**src/rtl/axi4_default_slave.sv**
```systemverilog
// AXI4 default slave: completes transactions to unmapped addresses with DECERR.
// Optional build macro AXI4_DEFSLV_ERR_CNT_EN adds saturating write/read error counters.
module axi4_default_slave #(
  parameter int unsigned DATA_WIDTH = 64,
  parameter int unsigned ID_WIDTH   = 4,
  parameter int unsigned USER_WIDTH = 1
) (
  input  logic                  aclk,
  input  logic                  areset,
  input  logic [ID_WIDTH-1:0]   s_awid,
  input  logic [7:0]            s_awlen,
  input  logic                  s_awvalid,
  output logic                  s_awready,
  input  logic                  s_wlast,
  input  logic                  s_wvalid,
  output logic                  s_wready,
  output logic [ID_WIDTH-1:0]   s_bid,
  output logic [1:0]            s_bresp,
  output logic [USER_WIDTH-1:0] s_buser,
  output logic                  s_bvalid,
  input  logic                  s_bready,
  input  logic [ID_WIDTH-1:0]   s_arid,
  input  logic [7:0]            s_arlen,
  input  logic                  s_arvalid,
  output logic                  s_arready,
  output logic [ID_WIDTH-1:0]   s_rid,
  output logic [DATA_WIDTH-1:0] s_rdata,
  output logic [1:0]            s_rresp,
  output logic [USER_WIDTH-1:0] s_ruser,
  output logic                  s_rlast,
  output logic                  s_rvalid,
  input  logic                  s_rready,
  output logic                  wlast_err
`ifdef AXI4_DEFSLV_ERR_CNT_EN
  ,
  output logic [15:0]           err_wr_cnt,
  output logic [15:0]           err_rd_cnt
`endif
);

  localparam int unsigned CNT_W = 8;
  localparam logic [CNT_W-1:0] CNT_MAX = {CNT_W{1'b1}};
  localparam logic [1:0] RESP_DECERR = 2'b11;

  typedef enum logic [1:0] {W_IDLE, W_DATA, W_RESP} wstate_t;
  typedef enum logic       {R_IDLE, R_DATA}         rstate_t;

  wstate_t             wstate_q, wstate_d;
  logic [ID_WIDTH-1:0] awid_q, awid_d;
  logic [CNT_W-1:0]    awlen_q, awlen_d;
  logic [CNT_W-1:0]    wcnt_q, wcnt_d;
  logic                werr_q, werr_d;

  rstate_t             rstate_q, rstate_d;
  logic [ID_WIDTH-1:0] arid_q, arid_d;
  logic [CNT_W-1:0]    arlen_q, arlen_d;
  logic [CNT_W-1:0]    rcnt_q, rcnt_d;

  // Holds address ready low for the cycle in which reset is still being released.
  logic                rst_q;

  always_ff @(posedge aclk) begin
    if (areset) begin
      wstate_q <= W_IDLE;
      awid_q   <= '0;
      awlen_q  <= '0;
      wcnt_q   <= '0;
      werr_q   <= 1'b0;
      rstate_q <= R_IDLE;
      arid_q   <= '0;
      arlen_q  <= '0;
      rcnt_q   <= '0;
      rst_q    <= 1'b1;
    end else begin
      wstate_q <= wstate_d;
      awid_q   <= awid_d;
      awlen_q  <= awlen_d;
      wcnt_q   <= wcnt_d;
      werr_q   <= werr_d;
      rstate_q <= rstate_d;
      arid_q   <= arid_d;
      arlen_q  <= arlen_d;
      rcnt_q   <= rcnt_d;
      rst_q    <= 1'b0;
    end
  end

  // Write channel: accept address, sink beats until WLAST, return one B.
  always_comb begin
    wstate_d = wstate_q;
    awid_d   = awid_q;
    awlen_d  = awlen_q;
    wcnt_d   = wcnt_q;
    werr_d   = 1'b0;
    case (wstate_q)
      W_IDLE: begin
        if (s_awvalid && s_awready) begin
          awid_d   = s_awid;
          awlen_d  = s_awlen;
          wcnt_d   = '0;
          wstate_d = W_DATA;
        end
      end
      W_DATA: begin
        if (s_wvalid) begin
          if (wcnt_q != CNT_MAX) wcnt_d = wcnt_q + CNT_W'(1);
          if (s_wlast) begin
            werr_d   = (wcnt_q != awlen_q);
            wstate_d = W_RESP;
          end
        end
      end
      W_RESP: begin
        if (s_bready) wstate_d = W_IDLE;
      end
      default: wstate_d = W_IDLE;
    endcase
  end

  // Read channel: accept address, return arlen+1 zero beats.
  always_comb begin
    rstate_d = rstate_q;
    arid_d   = arid_q;
    arlen_d  = arlen_q;
    rcnt_d   = rcnt_q;
    case (rstate_q)
      R_IDLE: begin
        if (s_arvalid && s_arready) begin
          arid_d   = s_arid;
          arlen_d  = s_arlen;
          rcnt_d   = '0;
          rstate_d = R_DATA;
        end
      end
      R_DATA: begin
        if (s_rready) begin
          if (rcnt_q == arlen_q) rstate_d = R_IDLE;
          else                   rcnt_d   = rcnt_q + CNT_W'(1);
        end
      end
      default: rstate_d = R_IDLE;
    endcase
  end

  assign s_awready = (wstate_q == W_IDLE) && !rst_q;
  assign s_wready  = (wstate_q == W_DATA);
  assign s_bvalid  = (wstate_q == W_RESP);
  assign s_bid     = s_bvalid ? awid_q : '0;
  assign s_bresp   = s_bvalid ? RESP_DECERR : 2'b00;
  assign s_buser   = '0;
  assign wlast_err = werr_q;

  assign s_arready = (rstate_q == R_IDLE) && !rst_q;
  assign s_rvalid  = (rstate_q == R_DATA);
  assign s_rid     = s_rvalid ? arid_q : '0;
  assign s_rresp   = s_rvalid ? RESP_DECERR : 2'b00;
  assign s_rlast   = s_rvalid && (rcnt_q == arlen_q);
  assign s_rdata   = '0;
  assign s_ruser   = '0;

`ifdef AXI4_DEFSLV_ERR_CNT_EN
  localparam int unsigned ERR_CNT_W = 16;
  localparam logic [ERR_CNT_W-1:0] ERR_MAX = {ERR_CNT_W{1'b1}};

  logic [ERR_CNT_W-1:0] err_wr_q, err_rd_q;

  // Completed-transaction counters, saturating.
  always_ff @(posedge aclk) begin
    if (areset) begin
      err_wr_q <= '0;
      err_rd_q <= '0;
    end else begin
      if (s_bvalid && s_bready && (err_wr_q != ERR_MAX))
        err_wr_q <= err_wr_q + ERR_CNT_W'(1);
      if (s_rvalid && s_rready && s_rlast && (err_rd_q != ERR_MAX))
        err_rd_q <= err_rd_q + ERR_CNT_W'(1);
    end
  end

  assign err_wr_cnt = err_wr_q;
  assign err_rd_cnt = err_rd_q;
`endif

endmodule

```
**config.mk**
```make
export PLATFORM = sky130hd
export DESIGN_NAME = axi4_default_slave
export DESIGN_NICKNAME = d
export VERILOG_FILES = /design/src/rtl/axi4_default_slave.sv
export SDC_FILE = /design/constraint.sdc
export NUM_CORES = 1
export LEC_CHECK = 0
export ABC_CLOCK_PERIOD_IN_PS = 3100
export BUFFER_PORTS_ARGS = -buffer_cell sky130_fd_sc_hd__buf_2
export CORE_UTILIZATION = 52
export DETAILED_ROUTE_END_ITERATION = 6
export PLACE_DENSITY = 0.85
export SLEW_MARGIN = 10
export SYNTH_ARGS = -nofsm -noshare
export SYNTH_HDL_FRONTEND = slang
export SYNTH_SLANG_ARGS = --single-unit
```
**constraint.sdc**
```tcl
create_clock -name aclk -period 3.1 [get_ports aclk]
set_clock_uncertainty 0.05 [all_clocks]
set_input_delay 0.62 -clock aclk [delete_from_list [all_inputs] [get_ports aclk]]
set_output_delay 0.62 -clock aclk [all_outputs]
set_load 0.05 [all_outputs]
```
==> results of run 1 <==
## per-stage QoR
step | hold WS, ns | util (%) | worst slack (ns) | instances
2_1_floorplan | 0.382 | - | 0.540 | 408
3_3_place_gp | 0.387 | 53.8 | 0.909 | 444
3_5_place_dp | 0.393 | 53.8 | 0.857 | 444
4_1_cts | 0.405 | 55.4 | 0.530 | 452
5_1_grt | 0.429 | 55.4 | 0.404 | 452
6_report | 0.400 | 55.4 | 0.532 | 452
## layout make-up
type                            instances  share of cell area [%]
Clock inverter                          2                   0.354
Timing Repair Buffer                   51                    9.10
Clock buffer                            6                    2.56
Multi-Input combinational cell        274                    52.5
Inverter                                4                   0.530
Tap cell                               70                    3.09
Sequential cell                        45                    31.8
## worst min path at each step
| stage | to | slack, ns | depth (start not counted) |
|---|---|---|---|
| after detailed placement | arid_q[3] | 0.39 | 2 |
| after global routing | arid_q[3] | 0.43 | 2 |
| after floorplan | arid_q[0] | 0.38 | 2 |
| final | arid_q[3] | 0.40 | 2 |
| after global placement | arid_q[3] | 0.39 | 2 |
| after CTS | arid_q[3] | 0.40 | 2 |
## logic make-up (layout without fill, tap and decap cells)
family / Yosys count / count (layout) / synth area share (%)
simple gates: 130 / 130 / 24.7
buf+inv: 89 / 63 / 22.0
compound gates: 53 / 53 / 11.5
flops: 45 / 45 / 32.9
xor+xnor: 16 / 16 / 5.11
mux: 7 / 7 / 2.83
fa+ha+maj: 2 / 2 / 0.913
other cells: 1 / 66 / 0.137
## power breakdown
| part | internal (mW) | switching (mW) |
|---|---|---|
| registers | 0.598 | 0.0218 |
| clock network | 0.156 | 0.195 |
| logic | 0.0589 | 0.289 |
| total | 0.814 | 0.505 |
## placed cells by master, fill, tap and decap left out, drive strengths merged, types with 2 or more instances in the layout
cell type	count
a211oi	2
a21oi	36
a31oi	4
and2	10
and3	3
and4	2
buf	51
clkbuf	6
clkinv	2
conb	66
dfxtp	45
ha	2
inv	4
mux2	6
nand2	59
nand2b	2
nand3	12
nand4	3
nor2	14
nor2b	2
nor3	4
nor3b	8
nor4	5
o211ai	2
o32ai	3
xor2	16
## state kept, by name, indices dropped and copies added (netlist names)
register,cells
s_rvalid,1
awid_q,4
arlen_q,8
wlast_err,1
arid_q,4
rst_q,1
rcnt_q,8
wstate_q,2
awlen_q,8
wcnt_q,8
## tightest hold or removal path, delay by kind of cell, from the launching register on
kind             cells  cell delay, ns
flip-flops           1            0.31
AO/OA/AOI/OAI        1            0.05
AND/OR/NAND/NOR      1            0.05
## per-layer routing
metal,vias up,global-route usage [%]
met3,5,4.07
met2,113,31.9
met4,0,6.71
met1,1016,24.5
li1,1098,-
met5,-,0
==> metrics.md, run 1 <==
| Metric | Value |
|---|---|
| Outcome | `finished clean` |
| Initial DRC Count | `130` |
| RSZ-0062 raised after global routing | `false` |
| Number of enable flip-flop cells after synthesis | `0` |
| Drt via density | `4.94` |
| Pwr per Cell Area | `466 mW/mm^2` |
| Overflow after GRT | `0` |
| CP bufs+invs | `1` |
| Post-DRT Antenna Nets | `0` |
| M1 wire length | `2360 um` |
| Crit-path max cell delay | `0.49 ns` |
| Seq cells post-synth | `45` |
| Die H | `74.6 um` |
| CP Max Fanout | `10` |
| Crit Path Class | `reg -> out` |
| Setup crit start kind | `flip-flop` |
| Max Root-Sink Buffers | `2` |
| Synth Flop Type | `dfxtp_1` |
| Final Cycle Share | `82.8%` |
| YS warnings | `0` |
| Antenna violations before repair | `0` |
| Die outline width | `74.6 um` |
| Layout area overhead | `3.29%` |
| Top-count cell post-synth | `buf_4` |
| Row cnt | `26` |
| CP cell instances | `xor2_1, nor4_4, and3_2, buf_2` |
| Final WL | `5200 um` |
| WL/cell | `11.5 um` |
| Yosys top cell by area | `dfxtp_1` |
| Largest net degree at the start of global routing | `57` |
| Top cell family by delay on the critical path | `simple AND/OR/NAND/NOR gates` |
| Max Cap Viol | `0` |
| Synth area leaders | `dfxtp_1 (33%), buf_4 (19%), nand2_1 (8.1%)` |
| Area of the multi-input gates | `0.00149 sq mm` |
| I/O Pins | `117` |
| Fillcell total | `482` |
| Final Power | `1.32 mW` |
| Setup bufs post-CTS | `0` |
| Hold Fails Final Rpt | `0` |
| Hold crit path type | `reg -> reg` |
| Clock sink count | `45` |
| Met3 wire len | `294 um` |
| Mean Syn Cell Area | `7.99 sq um` |
| Critical Path End Type | `output pin` |
| Dpl cell area | `0.00275 sq mm` |
| Reg-to-reg slack, setup | `1.16 ns` |
| Post-synth top area share | `32.9%` |
| Initial Util | `53.7%` |
| GRT Total Usage | `19.2%` |
| Leakage | `1.34 nW` |
| Async S/R FF share, synth | `0%` |
| Clk_lat worst skew | `0.29 ns` |
| Antenna cells | `0` |
| Hold Crit Start | `arid_q[3]` |
| CTS tree | `done` |
| Total negative slack | `0 ns` |
| Crit path capture | `s_rlast` |
| CP max stage cell | `nor4_4` |
| Register area | `901 sq um` |
| Max layer used | `met4` |
| First-pass GRT wire length | `8230 um` |
| CP arrival | `1.90 ns` |
| Max Slew Vio Count | `0` |
| Root buffer cell | `clkbuf_8` |
| Die footprint | `0.00557 sq mm` |
| Synth Cell Area | `0.00274 sq mm` |
| Core ar. | `0.00511 sq mm` |
| Vias in the first global route | `1827` |
| Reg2Reg Depth | `5` |
| Post-CTS Hold Buffers | `0` |
| CTS H-tree lvls | `2` |
| First drt pass iteration count | `4` |
| Register area share after synthesis | `32.9%` |
| Layout Nets | `415` |
| Worst-margin pin slew | `0.941 ns` |
| Distinct cells, synth | `44` |
| Top cells by count, synth | `buf_4 (71), nand2_1 (59), dfxtp_1 (45), a21oi_1 (36), xor2_1 (16)` |
| Max_slew headroom | `37.3%` |
| Fmax | `389 MHz` |
| Origin of the critical flop-to-flop path | `wcnt_q[0]` |
| Final setup fails | `0` |
| Fin area | `0.00283 sq mm` |
| # resized after CTS | `0` |
| Reg-to-Reg End | `wcnt_q[5]` |
| PortBufs | `50` |
| DPL Wire Length | `3670 um` |
| Vias | `2232` |
| Total CTS buffers | `5` |
| GP Congestion | `0.832` |
| # DRC | `0` |
| Setup crit start | `rcnt_q[0]` |
| Levels on crit path | `4` |
| Fraction of layout cells with a size suffix above 1 | `17.3%` |
| Critical path required time | `2.43 ns` |
| Reg clk slew, reported paths | `0.08 ns` |
| Maximum VDD drop | `0.345 mV` |
| Post-Syn Instances | `343` |
| Metal2 WL | `2470 um` |
| Final Critical Period | `2.57 ns` |
Note: power is estimated with default switching activity, not from simulation.
==> run 2: changes to the inputs <==
ABC_CLOCK_PERIOD_IN_PS = 2100   (was 3100)
CORE_UTILIZATION = 43   (was 52)
PLACE_DENSITY = 0.75   (was 0.85)
clock period = 2.1 ns   (was 3.1 ns; I/O delays follow)
==> metrics.md, run 2 (same netlist as run 1, synthesis figures left out) <==
| Metric | Value |
|---|---|
| Outcome | `finished clean` |
| Total CTS buffers | `5` |
| Final Power | `2.13 mW` |
| RSZ-0062 raised after global routing | `false` |
| I/O Pins | `117` |
| Area of the multi-input gates | `0.00150 sq mm` |
| Most frequent cells in the layout | `conb_1 (66), nand2_1 (59), buf_2 (49), dfxtp_1 (45), a21oi_1 (36)` |
| Max Slew Vio Count | `0` |
| GP Congestion | `0.863` |
| Core ar. | `0.00603 sq mm` |
| Final Cycle Share | `95.8%` |
| Post-DRT Antenna Nets | `0` |
| Fmax | `497 MHz` |
| Antenna violations before repair | `0` |
| Total negative slack | `0 ns` |
| CP Max Fanout | `8` |
| Hold Fails Final Rpt | `0` |
| WL/cell | `11.6 um` |
| Clock sink count | `45` |
| Final WL | `5330 um` |
| Reg clk slew, reported paths | `0.09 ns` |
| Root buffer cell | `clkbuf_8` |
| CTS H-tree lvls | `2` |
| Drt via density | `4.78` |
| Post-CTS Hold Buffers | `0` |
| Antenna cells | `0` |
| CTS tree | `done` |
| Maximum VDD drop | `0.329 mV` |
| Overflow after GRT | `0` |
| Max Root-Sink Buffers | `2` |
| PortBufs | `50` |
| Die H | `81.8 um` |
| Hold crit path type | `in -> reg` |
| Critical Path End Type | `output pin` |
| Worst-margin pin slew | `0.724 ns` |
| Layout area overhead | `6.57%` |
| Max_slew headroom | `51.7%` |
| Leakage | `1.38 nW` |
| Layout Nets | `419` |
| Clk_lat worst skew | `0.30 ns` |
| Register area | `901 sq um` |
| Die footprint | `0.00670 sq mm` |
| Critical path required time | `1.63 ns` |
| Die outline width | `81.8 um` |
| Setup crit start kind | `flip-flop` |
| Leading cell type in the layout, fill and taps excluded | `conb_1` |
| Setup bufs post-CTS | `0` |
| Largest net degree at the start of global routing | `43` |
| Row cnt | `28` |
| Final setup fails | `0` |
| DPL Wire Length | `3870 um` |
| First-pass GRT wire length | `8560 um` |
| GRT Total Usage | `16.5%` |
| Max Cap Viol | `0` |
| Crit Path Class | `reg -> out` |
| Final Critical Period | `2.01 ns` |
| First drt pass iteration count | `4` |
| # DRC | `0` |
| Pwr per Cell Area | `730 mW/mm^2` |
| Fraction of layout cells with a size suffix above 1 | `19.2%` |
| Vias in the first global route | `1889` |
| CP arrival | `1.54 ns` |
| Initial Util | `45.5%` |
| Fillcell total | `583` |
| Vias | `2205` |
| Initial DRC Count | `151` |
## run 2: changes by cell type in the layout (fill, tap and decap cells not counted), sizes merged
cell | before | now
clkinv | 2 | 0
buf | 51 | 55
clkinvlp | 0 | 1
bufinv | 0 | 1
## run 2: timing repair
| action | 4_1_cts | 5_1_grt |
|---|---|---|
| setup endpoints to repair | 1 | 1 |
| pin swaps | 0 | 0 |
| hold endpoints to repair | 0 | 0 |
| gates resized for setup | 1 | 1 |
## run 2: final cells by class
cell class	instances	share of cell area, %
Clock buffer	6	2.83
Multi-Input combinational cell	274	51.3
Clock inverter	2	1.28
Sequential cell	45	30.8
Tap cell	75	3.21
Timing Repair Buffer	55	10.1
Inverter	4	0.514
## run 2: metal layers
| metal | share of wire, % | GRT usage (%) | routed length (um) | up-vias |
|---|---|---|---|---|
| li1 | - | - | - | 1104 |
| met2 | 45 | 25.0 | 2400 | 103 |
| met3 | 6.6 | 4.22 | 353 | 14 |
| met1 | 46 | 21.9 | 2440 | 984 |
| met4 | 2.5 | 7.37 | 133 | 0 |
| met5 | 0 | 0 | 0 | - |
## run 2: worst max-delay path, cell delays in order, from the launching register on
cell,delay [ns]
dfxtp_1,0.47
nor2b_2,0.34
and2_1,0.18
buf_2,0.26
## run 2: stage by stage
step	hold slack (ns)	setup slack, ns	cell area (sq um)	cells	util (%)
2_1_floorplan	0.382	0.0945	3000	408	-
3_3_place_gp	0.388	0.368	2800	453	46.4
3_5_place_dp	0.393	0.334	2800	453	46.4
4_1_cts	0.289	0.0550	2920	461	48.4
5_1_grt	0.301	0.0187	2920	461	48.5
6_report	0.297	0.0882	2920	461	48.5
## run 2: report_power, final
part	internal (mW)	switching (mW)	leakage, nW
logic	0.100	0.430	0.954
clock network	0.387	0.300	0.0574
registers	0.883	0.0331	0.366
## run 2: path summary, 6_finish.rpt
path                from   endpoint  slack, ns  depth (start not counted)
max          wstate_q[1]   s_bid[0]       0.09                          3
min            s_awid[2]  awid_q[2]       0.30                          3
max reg2reg    wcnt_q[0]  wcnt_q[4]       0.32                          5
min reg2reg    arid_q[3]  arid_q[3]       0.40                          2
==> run 3: changes to the inputs <==
SETUP_SLACK_MARGIN = 0.5   (was default)
==> metrics.md, run 3 (same netlist as run 1, synthesis figures left out) <==
| Metric | Value |
|---|---|
| Final Power | `2.10 mW` |
| Worst setup slack after layout | `0.128 ns` |
| Final Cycle Share | `93.9%` |
| I/O Pins | `117` |
| DPL Wire Length | `3830 um` |
| DP Cell Count | `452` |
| Dpl cell area | `0.00286 sq mm` |
| Die H | `81.8 um` |
| Leakage | `1.53 nW` |
| Reg2Reg Depth | `6` |
| PortBufs | `50` |
| Layout Nets | `441` |
| Die outline width | `81.8 um` |
| Clk pwr share | `26.4%` |
| Setup crit start kind | `flip-flop` |
| Switching Share | `37.3%` |
| Fraction of layout cells with a size suffix above 1 | `31.4%` |
| CP arrival | `1.50 ns` |
| Total CTS buffers | `5` |
| Maximum VDD drop | `0.409 mV` |
| WL/cell | `12.1 um` |
| Root buffer cell | `clkbuf_8` |
| CTS H-tree lvls | `2` |
| Register area | `935 sq um` |
| Layout area overhead | `24.3%` |
| Clk_lat worst skew | `0.29 ns` |
| Total negative slack | `0 ns` |
| Hold Fails Final Rpt | `0` |
| RSZ-0062 raised after global routing | `true` |
| Hold Path Stages | `3` |
| Critical path required time | `1.63 ns` |
| CTS tree | `done` |
| Vias in the first global route | `2042` |
| Leading cell type in the layout, fill and taps excluded | `conb_1` |
| GP Congestion | `0.839` |
| Overflow after GRT | `0` |
| Final setup fails | `0` |
| Crit Path Class | `reg -> out` |
| Pwr per Cell Area | `615 mW/mm^2` |
| Row cnt | `28` |
| Max Root-Sink Buffers | `2` |
| Sw power | `0.783 mW` |
| Register share of total power | `43.4%` |
| Max Slew Vio Count | `0` |
| # DRC | `0` |
| Post-CTS Hold Buffers | `0` |
| First drt pass iteration count | `4` |
| Initial DRC Count | `178` |
| Reg clk slew, reported paths | `0.09 ns` |
| Initial Util | `45.5%` |
| Antenna cells | `0` |
| Critical Path End Type | `output pin` |
| Fin area | `0.00341 sq mm` |
| Area of the multi-input gates | `0.00164 sq mm` |
| Hold_ws | `0.308 ns` |
| Drt via density | `4.88` |
| Outcome | `finished clean` |
| Core Util, Final | `56.6%` |
| Hold crit path type | `in -> reg` |
| Largest net degree at the start of global routing | `41` |
| Most frequent cells in the layout | `conb_1 (66), nand2_1 (58), a21oi_1 (36), buf_2 (35), dfxtp_1 (32)` |
| Pint | `1.31 mW` |
| Setup slack at placement | `0.323 ns` |
| Antenna violations before repair | `0` |
| Fillcell total | `534` |
| Core ar. | `0.00603 sq mm` |
| Vias | `2355` |
| Die footprint | `0.00670 sq mm` |
| GRT Total Usage | `18.0%` |
| Number of non-filler instances in the completed layout | `483` |
| Clock sink count | `45` |
| CP Max Fanout | `5` |
| First-pass GRT wire length | `9250 um` |
| Final WL | `5840 um` |
| Logic pwr share | `30.2%` |
| Max_slew headroom | `53.9%` |
| Fmax | `507 MHz` |
| Final Critical Period | `1.97 ns` |
| Max Cap Viol | `0` |
| Worst-margin pin slew | `0.691 ns` |
| Post-DRT Antenna Nets | `0` |
## run 3: cell count changes in the layout (fill, tap and decap cells not counted), moves of 4 or more
cell	before	now
dfxtp_1	45	32
buf_8	0	13
and2_1	9	0
buf_4	5	19
buf_6	1	7
buf_2	49	35
xor2_1	16	12
dfxtp_2	0	6
and2_4	0	8
dfxtp_4	0	7
## run 3: layout make-up
| type | count | share of cell area, % |
|---|---|---|
| tap | 75 | 2.75 |
| clock buffer | 6 | 2.42 |
| sequential | 45 | 27.4 |
| clock inverter | 2 | 0.404 |
| timing repair buffer | 77 | 18.5 |
| inverter | 4 | 0.441 |
| multi-input combinational | 274 | 48.1 |
## run 3: metal layers
metal  track usage [%]  up-vias  wire, um  share of wire (%)
met3              4.22        8       433                7.4
met4              8.25        0        99                1.7
li1                  -     1150         -                  -
met5                 0        -         0                  0
met1              22.5     1065      2460                 42
met2              29.1      132      2850                 49
## run 3: timing repair
action / 4_1_cts / 5_1_grt
pin swaps: 6 / 7
cloned: 1 / 0
endpoints found under the setup margin: 27 / 30
setup buffers: 14 / 8
gates resized for setup: 44 / 36
## run 3: final timing paths
path	slack [ns]	start	endpoint
min	0.31	s_awlen[3]	awlen_q[3]
min reg2reg	0.41	arid_q[3]	arid_q[3]
max reg2reg	0.31	rcnt_q[0]	rcnt_q[2]
max	0.13	rcnt_q[0]	s_rlast
## run 3: power groups by stage
stage | Clock (mW) | Sequential (mW) | Combinational, mW
after floorplan | 0 | 0.931 | 0.559
after global placement | 0 | 0.939 | 0.532
after detailed placement | 0 | 0.942 | 0.535
after CTS | 0.570 | 0.916 | 0.592
after global routing | 0.625 | 0.915 | 0.675
final | 0.554 | 0.910 | 0.633
## run 3: worst max-delay path, cell delays in order, from the launching register on
cell and delay (ns):
dfxtp_4 0.38, xor2_4 0.16, nor4_4 0.29, and3_4 0.23, buf_8 0.14
